`config.mk`:
```
export PLATFORM = sky130hd
export DESIGN_NAME = hazard_forward_unit
export DESIGN_NICKNAME = d
export VERILOG_FILES = /design/src/rtl/hazard_pkg.sv /design/src/rtl/hazard_forward_unit_fwd_select.sv /design/src/rtl/hazard_forward_unit.sv
export SDC_FILE = /design/constraint.sdc
export NUM_CORES = 1
export LEC_CHECK = 0
export ABC_AREA = 1
export BUFFER_PORTS_ARGS = -buffer_cell sky130_fd_sc_hd__buf_2
export CELL_PAD_IN_SITES_DETAIL_PLACEMENT = 1
export CELL_PAD_IN_SITES_GLOBAL_PLACEMENT = 2
export CORE_MARGIN = 5
export CORE_UTILIZATION = 26
export CTS_CLUSTER_SIZE = 12
export DETAILED_ROUTE_END_ITERATION = 7
export PLACE_DENSITY = 0.81
export REMOVE_ABC_BUFFERS = 1
export SLEW_MARGIN = 20
export SYNTH_ARGS = -nofsm -noshare
export SYNTH_HDL_FRONTEND = slang
export SYNTH_SLANG_ARGS = --single-unit
```
`constraint.sdc`:
```
create_clock -name clk -period 2.2 [get_ports clk]
set_clock_uncertainty 0.15 [all_clocks]
set_input_delay 0.44 -clock clk [delete_from_list [all_inputs] [get_ports clk]]
set_output_delay 0.44 -clock clk [all_outputs]
set_load 0.1 [all_outputs]
```
`src/rtl/hazard_pkg.sv`:
```
// Shared types and defaults for the hazard / forwarding unit.
//   fwd_sel_e : per-operand forward source encoding (regfile, MEM/WB, EX/MEM)
//   state_e   : multi-cycle tracker state
//   DEFAULT_AW: default register address width
package hazard_pkg;

    localparam int DEFAULT_AW = 5;

    typedef enum logic [1:0] {
        FWD_RF    = 2'b00,
        FWD_MEMWB = 2'b01,
        FWD_EXMEM = 2'b10
    } fwd_sel_e;

    typedef enum logic {
        IDLE   = 1'b0,
        MC_RUN = 1'b1
    } state_e;

endpackage

```
`src/rtl/hazard_forward_unit_fwd_select.sv`:
```
// Single-operand forward priority mux.
//   src_addr        : EX-stage source register address
//   exmem_reg_write : EX/MEM writes a register,  exmem_rd : its destination
//   memwb_reg_write : MEM/WB writes a register,  memwb_rd : its destination
//   sel             : forward select (EX/MEM has priority, r0 never forwards)
module fwd_select
    import hazard_pkg::*;
#(
    parameter int AW = DEFAULT_AW
) (
    input  logic [AW-1:0] src_addr,
    input  logic          exmem_reg_write,
    input  logic [AW-1:0] exmem_rd,
    input  logic          memwb_reg_write,
    input  logic [AW-1:0] memwb_rd,
    output fwd_sel_e      sel
);

    always_comb begin
        sel = FWD_RF;
        // The younger result (EX/MEM) is the architecturally newest value.
        if (exmem_reg_write && (exmem_rd != '0) && (exmem_rd == src_addr)) begin
            sel = FWD_EXMEM;
        end else if (memwb_reg_write && (memwb_rd != '0) && (memwb_rd == src_addr)) begin
            sel = FWD_MEMWB;
        end
    end

endmodule

```
`src/rtl/hazard_forward_unit.sv`:
```
// EX-stage forwarding, load-use detection and multi-cycle (mul/div) tracking.
//   clk, reset       : clock, asynchronous active-high reset
//   id_*             : decode-stage sources, multi-cycle start/destination, flush
//   ex_src_addr      : ID/EX source addresses used for forwarding
//   idex_* / exmem_* / memwb_* : destination info of downstream pipeline regs
//   fwd_sel          : 2 bits per source slot (00 RF, 10 EX/MEM, 01 MEM/WB)
//   stall            : hold PC and IF/ID, bubble ID/EX
//   mc_busy, mc_done : multi-cycle unit occupied / final busy cycle pulse
//   mc_rd_pending    : scoreboarded destination, 0 when none
//   stall_count      : saturating count of stalled cycles
module hazard_forward_unit
    import hazard_pkg::*;
#(
    parameter int AW         = DEFAULT_AW,
    parameter int NUM_SRC    = 2,
    parameter int MC_LATENCY = 4,
    parameter int CW         = 16
) (
    input  logic                  clk,
    input  logic                  reset,
    input  logic [NUM_SRC*AW-1:0] id_src_addr,
    input  logic [NUM_SRC-1:0]    id_src_valid,
    input  logic                  id_mc_start,
    input  logic [AW-1:0]         id_mc_rd,
    input  logic                  id_flush,
    input  logic [NUM_SRC*AW-1:0] ex_src_addr,
    input  logic                  idex_mem_read,
    input  logic                  idex_reg_write,
    input  logic [AW-1:0]         idex_rd,
    input  logic                  exmem_reg_write,
    input  logic [AW-1:0]         exmem_rd,
    input  logic                  memwb_reg_write,
    input  logic [AW-1:0]         memwb_rd,
    output logic [NUM_SRC*2-1:0]  fwd_sel,
    output logic                  stall,
    output logic                  mc_busy,
    output logic                  mc_done,
    output logic [AW-1:0]         mc_rd_pending,
    output logic [CW-1:0]         stall_count
);

    // A latency of 1 still needs a one-bit counter that simply holds 0.
    localparam int CNT_W = (MC_LATENCY > 1) ? $clog2(MC_LATENCY) : 1;
    localparam logic [CNT_W-1:0] CNT_INIT = CNT_W'(MC_LATENCY - 1);

    state_e           state_reg;
    logic [CNT_W-1:0] count_reg;
    logic             pend_valid_reg;
    logic [AW-1:0]    pend_rd_reg;
    logic [CW-1:0]    stall_count_reg;

    logic [NUM_SRC-1:0] load_use_slot;
    logic [NUM_SRC-1:0] mc_raw_slot;
    logic load_use;
    logic mc_raw;
    logic mc_waw;
    logic structural;
    logic accept;

    genvar gi;
    generate
        for (gi = 0; gi < NUM_SRC; gi++) begin : g_slot
            logic [AW-1:0] ex_src;
            logic [AW-1:0] id_src;
            fwd_sel_e      slot_sel;

            assign ex_src = ex_src_addr[gi*AW +: AW];
            assign id_src = id_src_addr[gi*AW +: AW];

            fwd_select #(
                .AW(AW)
            ) u_fwd_select (
                .src_addr        (ex_src),
                .exmem_reg_write (exmem_reg_write),
                .exmem_rd        (exmem_rd),
                .memwb_reg_write (memwb_reg_write),
                .memwb_rd        (memwb_rd),
                .sel             (slot_sel)
            );

            assign fwd_sel[gi*2 +: 2]  = slot_sel;
            assign load_use_slot[gi]   = id_src_valid[gi] && (id_src == idex_rd);
            assign mc_raw_slot[gi]     = id_src_valid[gi] && (id_src == pend_rd_reg);
        end
    endgenerate

    assign load_use   = idex_mem_read && idex_reg_write && (idex_rd != '0) && (|load_use_slot);
    assign mc_raw     = pend_valid_reg && (|mc_raw_slot);
    assign mc_waw     = pend_valid_reg && id_mc_start && (id_mc_rd == pend_rd_reg);
    // Busy through the mc_done cycle: the unit frees only on the following edge.
    assign structural = id_mc_start && (state_reg == MC_RUN);

    // A squashed decode instruction must never hold the front end.
    assign stall  = (load_use || mc_raw || mc_waw || structural) && !id_flush;
    assign accept = id_mc_start && !stall && !id_flush && (state_reg == IDLE);

    always_ff @(posedge clk or posedge reset) begin
        if (reset) begin
            state_reg      <= IDLE;
            count_reg      <= '0;
            pend_valid_reg <= 1'b0;
            pend_rd_reg    <= '0;
        end else begin
            case (state_reg)
                IDLE: begin
                    if (accept) begin
                        state_reg      <= MC_RUN;
                        count_reg      <= CNT_INIT;
                        pend_rd_reg    <= id_mc_rd;
                        // Writes to r0 are discarded, so they never block readers.
                        pend_valid_reg <= (id_mc_rd != '0);
                    end
                end
                MC_RUN: begin
                    if (count_reg != '0) begin
                        count_reg <= count_reg - CNT_W'(1);
                    end else begin
                        state_reg      <= IDLE;
                        pend_valid_reg <= 1'b0;
                        pend_rd_reg    <= '0;
                    end
                end
                default: state_reg <= IDLE;
            endcase
        end
    end

    always_ff @(posedge clk or posedge reset) begin
        if (reset) begin
            stall_count_reg <= '0;
        end else if (stall && (stall_count_reg != '1)) begin
            stall_count_reg <= stall_count_reg + CW'(1);
        end
    end

    assign mc_busy       = (state_reg == MC_RUN);
    assign mc_done       = (state_reg == MC_RUN) && (count_reg == '0);
    assign mc_rd_pending = pend_valid_reg ? pend_rd_reg : '0;
    assign stall_count   = stall_count_reg;

endmodule

```
==> results of run 1 <==
## timing repair
action,in CTS,in global routing
setup endpoints to repair,5,21
buffers inserted,2,0
gates resized for setup,16,12
pin swaps,12,10
gates cloned,0,1
## worst min-delay path by stage
stage                                        start                         end  depth (start not counted)
after global placement    count_reg[1]$_DFFE_PP0P_    count_reg[1]$_DFFE_PP0P_                          2
after CTS                                    reset  stall_count[5]$_DFFE_PP0P_                          3
after detailed placement  count_reg[1]$_DFFE_PP0P_    count_reg[1]$_DFFE_PP0P_                          2
after floorplan                              reset    count_reg[0]$_DFFE_PP0P_                          1
final                                        reset  stall_count[5]$_DFFE_PP0P_                          3
after global routing                         reset  stall_count[5]$_DFFE_PP0P_                          3
## through the flow
step                hold WS (ns)  utilization  instances  power [uW]  setup TNS (ns)
floorplan                 0.3173            -        336        1790          -18.24
global placement          0.3454       0.3495        541        2212         -0.1013
detailed placement        0.3550       0.3495        541        2246         -0.3452
CTS                      0.05785       0.3625        547        2589        -0.08804
global route             0.08160       0.3703        548        2795         -0.3004
finish                   0.05038       0.3703        548        2595         -0.1168
## cells by family (layout without fill, tap and decap cells)
group / count (synthesis) / in the layout
flops: 25 / 25
simple gates: 220 / 221
xor+xnor: 36 / 36
buf+inv: 50 / 148
compound gates: 8 / 8
fa+ha+maj: 2 / 2
## worst max-delay path: stages (launching register included)
cell and delay [ns]:
dfrtp_2 0.47, xor2_1 0.16, nor2_1 0.11, nand3_1 0.10, nand3_2 0.10, nand2_4 0.07
nand2_8 0.09, inv_6 0.03, nor2_4 0.09, buf_12 0.18
## per-layer routing
layer | GRT usage | part of all wire
met1 | 0.1741 | 0.45
met2 | 0.2573 | 0.51
met3 | 0.02235 | 0.029
met4 | 0.03608 | 0.017
met5 | 0 | 0
## final cells by class
cell class	count	area, sq um
timing repair buffer	99	644.4
tap	108	135.1
multi-input combinational	267	1569
fill	1138	5438
sequential	25	630.6
inverter	45	173.9
clock buffer	4	45.04
## report_power, final
group          internal [uW]  switching (uW)
logic                    450            1130
clock network            130             151
registers                570             164
total                   1150            1440
## cell usage in the layout, fill, tap and decap left out, types with 3 or more instances in the layout
| cell type | instances |
|---|---|
| nor2_1 | 27 |
| xnor2_1 | 11 |
| nand4_1 | 19 |
| nor3_1 | 6 |
| inv_2 | 5 |
| buf_12 | 6 |
| nand3_1 | 28 |
| inv_1 | 38 |
| clkbuf_8 | 3 |
| dfrtp_1 | 21 |
| xor2_1 | 24 |
| dfrtp_2 | 4 |
| nand2_2 | 11 |
| buf_4 | 21 |
| buf_2 | 71 |
| nand2_1 | 109 |
| nand3_2 | 3 |
==> flow_metrics.py, run 1 <==
metrics = {
    "cells_and_area": {
        "post-route-cell-area_sq_mm": 0.003198,
        "area_growth_pct": 39.52,
        "fin_nets": 493,
        "antennaDiodeCount": 0,
        "drive_above_1_share": 0.3341,
        "largest_reg_flops": 16,
    },
    "power": {
        "ir_worst_vdd_uv": 765.1,
        "powerDensity_mw_per_mm2": 811.4,
        "power_leakage_uw": 0.001793,
    },
    "setup_path": {
        "r2r-start": "pend_rd_reg[2]$_DFFE_PP0P_",
        "r2r_slack_ns": 0.21,
        "worstSetupPathType": "reg -> out",
        "worstSetupStartpointType": "register",
        "critPathCaptureType": "output port",
        "rr_endpoint": "stall_count[11]$_DFFE_PP0P_",
        "crit_start": "pend_rd_reg[2]$_DFFE_PP0P_",
        "crit_path_end": "stall",
        "cp.arrival_ns": 1.67,
        "cp_data_required_time_ns": 1.61,
        "critical_path.max_fanout": 6,
        "reg2regPathDepth": 11,
    },
    "floorplan": {
        "initial_core_util": 0.2654,
        "die_w_um": 103.9,
        "rows": 34,
        "dieArea_sq_mm": 0.01079,
        "pin_count": 78,
        "core_area_sq_mm": 0.008636,
        "die_y_um": 103.9,
    },
    "global_route": {
        "grt.overflow.total": 0,
        "grt_pass1_vias": 2807,
        "grt_max_degree": 26,
        "grt_antenna_before_repair": 0,
        "grt.total_usage": 0.1420,
        "grt_first_pass_wirelength_um": 13110,
    },
    "drt": {
        "drtPass1Iterations": 4,
        "ant_nets": 0,
        "wire_per_inst_um": 14.36,
        "routed_wl_um": 7871,
        "vias_per_cell": 4.648,
        "drt_iter0_drc": 37,
        "drcViolationCount": 0,
        "dr_total_vias": 2547,
    },
    "synth": {
        "syn_area_sq_mm": 0.002292,
        "synth_edf_count": 0,
        "synthSimpleGateAreaFrac": 0.4640,
        "synth_area_leaders": "dfrtp_1 27%, nand2_1 18%, xor2_1 9.2%",
        "synth_common_cells": "109 x nand2_1, 41 x inv_1, 30 x nor2_1",
        "synth_top_family_by_area": "simple AND/OR/NAND/NOR gates",
        "synth_top_area_share": 0.2729,
        "synth.area.mux_share": 0,
        "yosysMostFrequentCell": "nand2_1",
        "synth_ff_type": "dfrtp_1",
        "yosysTopAreaCell": "dfrtp_1",
        "synth_xor_xnor_area_share": 0.1376,
        "syn_inst": 341,
        "syn_avg_cell_area_sq_um": 6.722,
        "synthArstFlopShare": 1.000,
        "synth.distinct_cells": 31,
        "synth_compound_area_frac": 0.02566,
        "yosys_warnings": 0,
        "synth-seq-area-share": 0.2729,
        "synthAdderAreaFrac": 0.01092,
        "ys_seq_elements": 25,
    },
    "sta": {
        "setup_viol": 2,
        "slew_viol_final": 0,
        "finalCriticalPeriod_ns": 2.264,
        "rsz0062_at_grt": "yes",
        "hold_viol": 0,
        "relSlewSlack": 0.6700,
        "layout_setup_ws_ns": -0.06367,
        "fmax_ghz": 0.4418,
        "tightest_slew_ns": 0.4984,
        "period_share": 1.029,
    },
    "clocking": {
        "cts.sinks": 25,
        "cts_tree": "yes",
        "cts-hold-fix-buffers": 0,
        "htree_levels": 1,
        "cts_max_path_buffers": 2,
        "cts_buffers": 3,
        "cts.clk_slew.worst_paths_ns": 0.09,
        "cts_root_buf": "clkbuf_8",
        "clk_latency_ns": 0.27,
    },
    "placement": {
        "portBuffers": 77,
        "pre_cts_slack_ns": -0.1339,
        "place_congestion": 0.8183,
        "dp_hpwl_um": 6243,
        "dpl-instance-area_sq_mm": 0.003018,
    },
    "status": {
        "status": "finished with violations",
        "violations": "negative setup slack",
    },
    "job": {
        "max-cap-violations": 0,
    },
    "worst_hold_path": {
        "hp-class": "in -> async",
    },
}
Note: power is estimated with default switching activity, not from simulation.
==> run 2: changes to the inputs <==
- CORE_UTILIZATION: 26 -> 28
- PLACE_DENSITY: 0.81 -> 0.86
- clock period: 2.2 -> 2.79 ns (I/O delays scaled with it)
==> run 2 against run 1 <==
  * Core utilization shrank 0.95 points
  * Wire length shrank 7.6%
  * Sequential power shrank 21%
  * Power shrank 26%
  * Critical endpoint is now fwd_sel[2]
  * Worst setup slack gained 0.19 ns
  * Design area shrank 8.7%
  * Critical path depth shrank 3
  * The flow now finishes without violations
  * Largest cell class unchanged
  * Die area shrank 6.5%
  * Count of clock-buffer cells in the layout shrank 1
  * Sequential share of layout area grew 1.7 points
==> flow_metrics.py, run 2 (same netlist as run 1, synthesis figures left out) <==
metrics = {
    "sta": {
        "layout_setup_ws_ns": 0.1295,
        "finalCriticalPeriod_ns": 2.661,
        "fmax_ghz": 0.3759,
        "slew_viol_final": 0,
        "relSlewSlack": 0.5354,
        "hold_viol": 0,
        "finalSetupTns_ns": 0,
        "setup_viol": 0,
        "period_share": 0.9536,
        "tightest_slew_ns": 0.6905,
        "rsz0062_at_grt": "no",
    },
    "clocking": {
        "htree_levels": 1,
        "cts.clk_slew.worst_paths_ns": 0.10,
        "cts_max_path_buffers": 2,
        "cts_buffers": 3,
        "cts-hold-fix-buffers": 0,
        "cts.sinks": 25,
        "clk_latency_ns": 0.27,
        "cts_tree": "yes",
        "cts_root_buf": "clkbuf_8",
    },
    "floorplan": {
        "die_y_um": 100.5,
        "rows": 33,
        "core_area_sq_mm": 0.008093,
        "dieArea_sq_mm": 0.01010,
        "pin_count": 78,
        "initial_core_util": 0.2832,
        "die_w_um": 100.5,
    },
    "cells_and_area": {
        "multiInputGateArea_sq_mm": 0.001470,
        "largest_reg_flops": 16,
        "area.sequential_sq_um": 625.6,
        "fin_util": 0.3609,
        "fill_cells": 1083,
        "antennaDiodeCount": 0,
        "layout_commonest_cell": "nand2_1",
        "final_cell_mix": "109 x nand2_1, 73 x buf_2, 41 x inv_1",
        "fin_nets": 474,
        "area_growth_pct": 27.40,
        "drive_above_1_share": 0.2684,
    },
    "placement": {
        "portBuffers": 77,
        "dp_hpwl_um": 5952,
        "pre_cts_slack_ns": 0.1231,
        "place_congestion": 0.8396,
    },
    "power": {
        "power_uw": 1911,
        "p_sw_frac": 0.5681,
        "intPower_uw": 825.3,
        "powerDensity_mw_per_mm2": 654.3,
        "p_comb_frac": 0.580,
        "ir_worst_vdd_uv": 605.0,
        "p_seq_frac": 0.302,
        "power_leakage_uw": 0.001680,
        "pwr-share-clk": 0.118,
        "switching_power_uw": 1086,
    },
    "drt": {
        "drt_iter0_drc": 52,
        "drtPass1Iterations": 4,
        "wire_per_inst_um": 13.82,
        "drcViolationCount": 0,
        "ant_nets": 0,
        "routed_wl_um": 7270,
        "vias_per_cell": 4.692,
        "dr_total_vias": 2468,
    },
    "setup_path": {
        "critical_path.max_fanout": 3,
        "path_buf_inv": 2,
        "critPathSlowestCell": "nor4_1",
        "max_stage_delay_ns": 0.59,
        "worstSetupStartpointType": "primary input",
        "critPathCaptureType": "output port",
        "crit_path_cell_trace": "buf_2, xnor2_1, nand3_1, nor4_1, nor2_1, buf_12",
        "worstSetupPathType": "in -> out",
        "cp.arrival_ns": 1.95,
        "crit_family": "simple AND/OR/NAND/NOR gates",
        "cp_data_required_time_ns": 2.08,
    },
    "global_route": {
        "grt_max_degree": 26,
        "grt_antenna_before_repair": 0,
        "grt_first_pass_wirelength_um": 12440,
        "grt.overflow.total": 0,
        "grt_pass1_vias": 2691,
        "grt.total_usage": 0.1478,
    },
    "job": {
        "max-cap-violations": 0,
    },
    "status": {
        "status": "finished clean",
    },
    "worst_hold_path": {
        "hp-class": "in -> async",
    },
}
run 2: changes by cell type in the layout (fill, tap and decap cells not counted), moves of 3 or more:
cell,delta
inv_1,+3
nor4_1,+3
buf_4,-17
nor2_1,+3
dfrtp_2,-4
dfrtp_1,+4
run 2: routing by layer:
metal	wire [um]	global-route usage
met5	0	0
met4	101	0.03523
met3	296	0.01384
met2	3689	0.2727
met1	3182	0.1844
run 2: path summary, 6_finish.rpt:
path	startpoint	end	slack, ns	cells after the start
min in group clk	count_reg[1]$_DFFE_PP0P_	count_reg[1]$_DFFE_PP0P_	0.38	2
hold reg to reg	count_reg[1]$_DFFE_PP0P_	count_reg[1]$_DFFE_PP0P_	0.38	2
setup / recovery	exmem_rd[4]	fwd_sel[2]	0.13	6
setup reg to reg	stall_count[0]$_DFFE_PP0P_	stall_count[11]$_DFFE_PP0P_	0.73	7
max in group asynchronous	reset	pend_valid_reg$_DFFE_PP0P_	2.07	3
hold / removal	reset	stall_count[5]$_DFFE_PP0P_	0.17	3
run 2: layout make-up:
cell class                      count  area share
Clock buffer                        3     0.01414
Multi-Input combinational cell    266      0.5034
Clock inverter                      1    0.002571
Inverter                           45     0.05784
Tap cell                          105     0.04499
Timing Repair Buffer               81      0.1628
Sequential cell                    25      0.2142
run 2: metrics by stage:
| stage | cells | hold WS (ns) | cell area [sq um] |
|---|---|---|---|
| after global placement | 522 | 0.3449 | 2864 |
| after detailed placement | 522 | 0.3679 | 2864 |
| after floorplan | 336 | 0.3255 | 2257 |
| after CTS | 526 | 0.1747 | 2913 |
| final | 526 | 0.1675 | 2920 |
| after global routing | 526 | 0.1917 | 2920 |
run 2: worst min-delay path: stages:
cell and delay, ns:
buf_2 0.09, inv_1 0.04, buf_4 0.31
run 2: power groups by stage:
stage          Clock [uW]  Combinational [uW]  Sequential, uW
2_1_floorplan           0                 635             776
3_3_place_gp            0                1100             579
3_5_place_dp            0                1120             586
4_1_cts               243                1130             578
5_1_grt               249                1210             597
6_report              226                1110             577
run 2: repair_timing:
| item | CTS | global route |
|---|---|---|
| endpoints found under the setup margin | 0 | 1 |
| setup buffers | 0 | 0 |
| gates resized for setup | 0 | 1 |
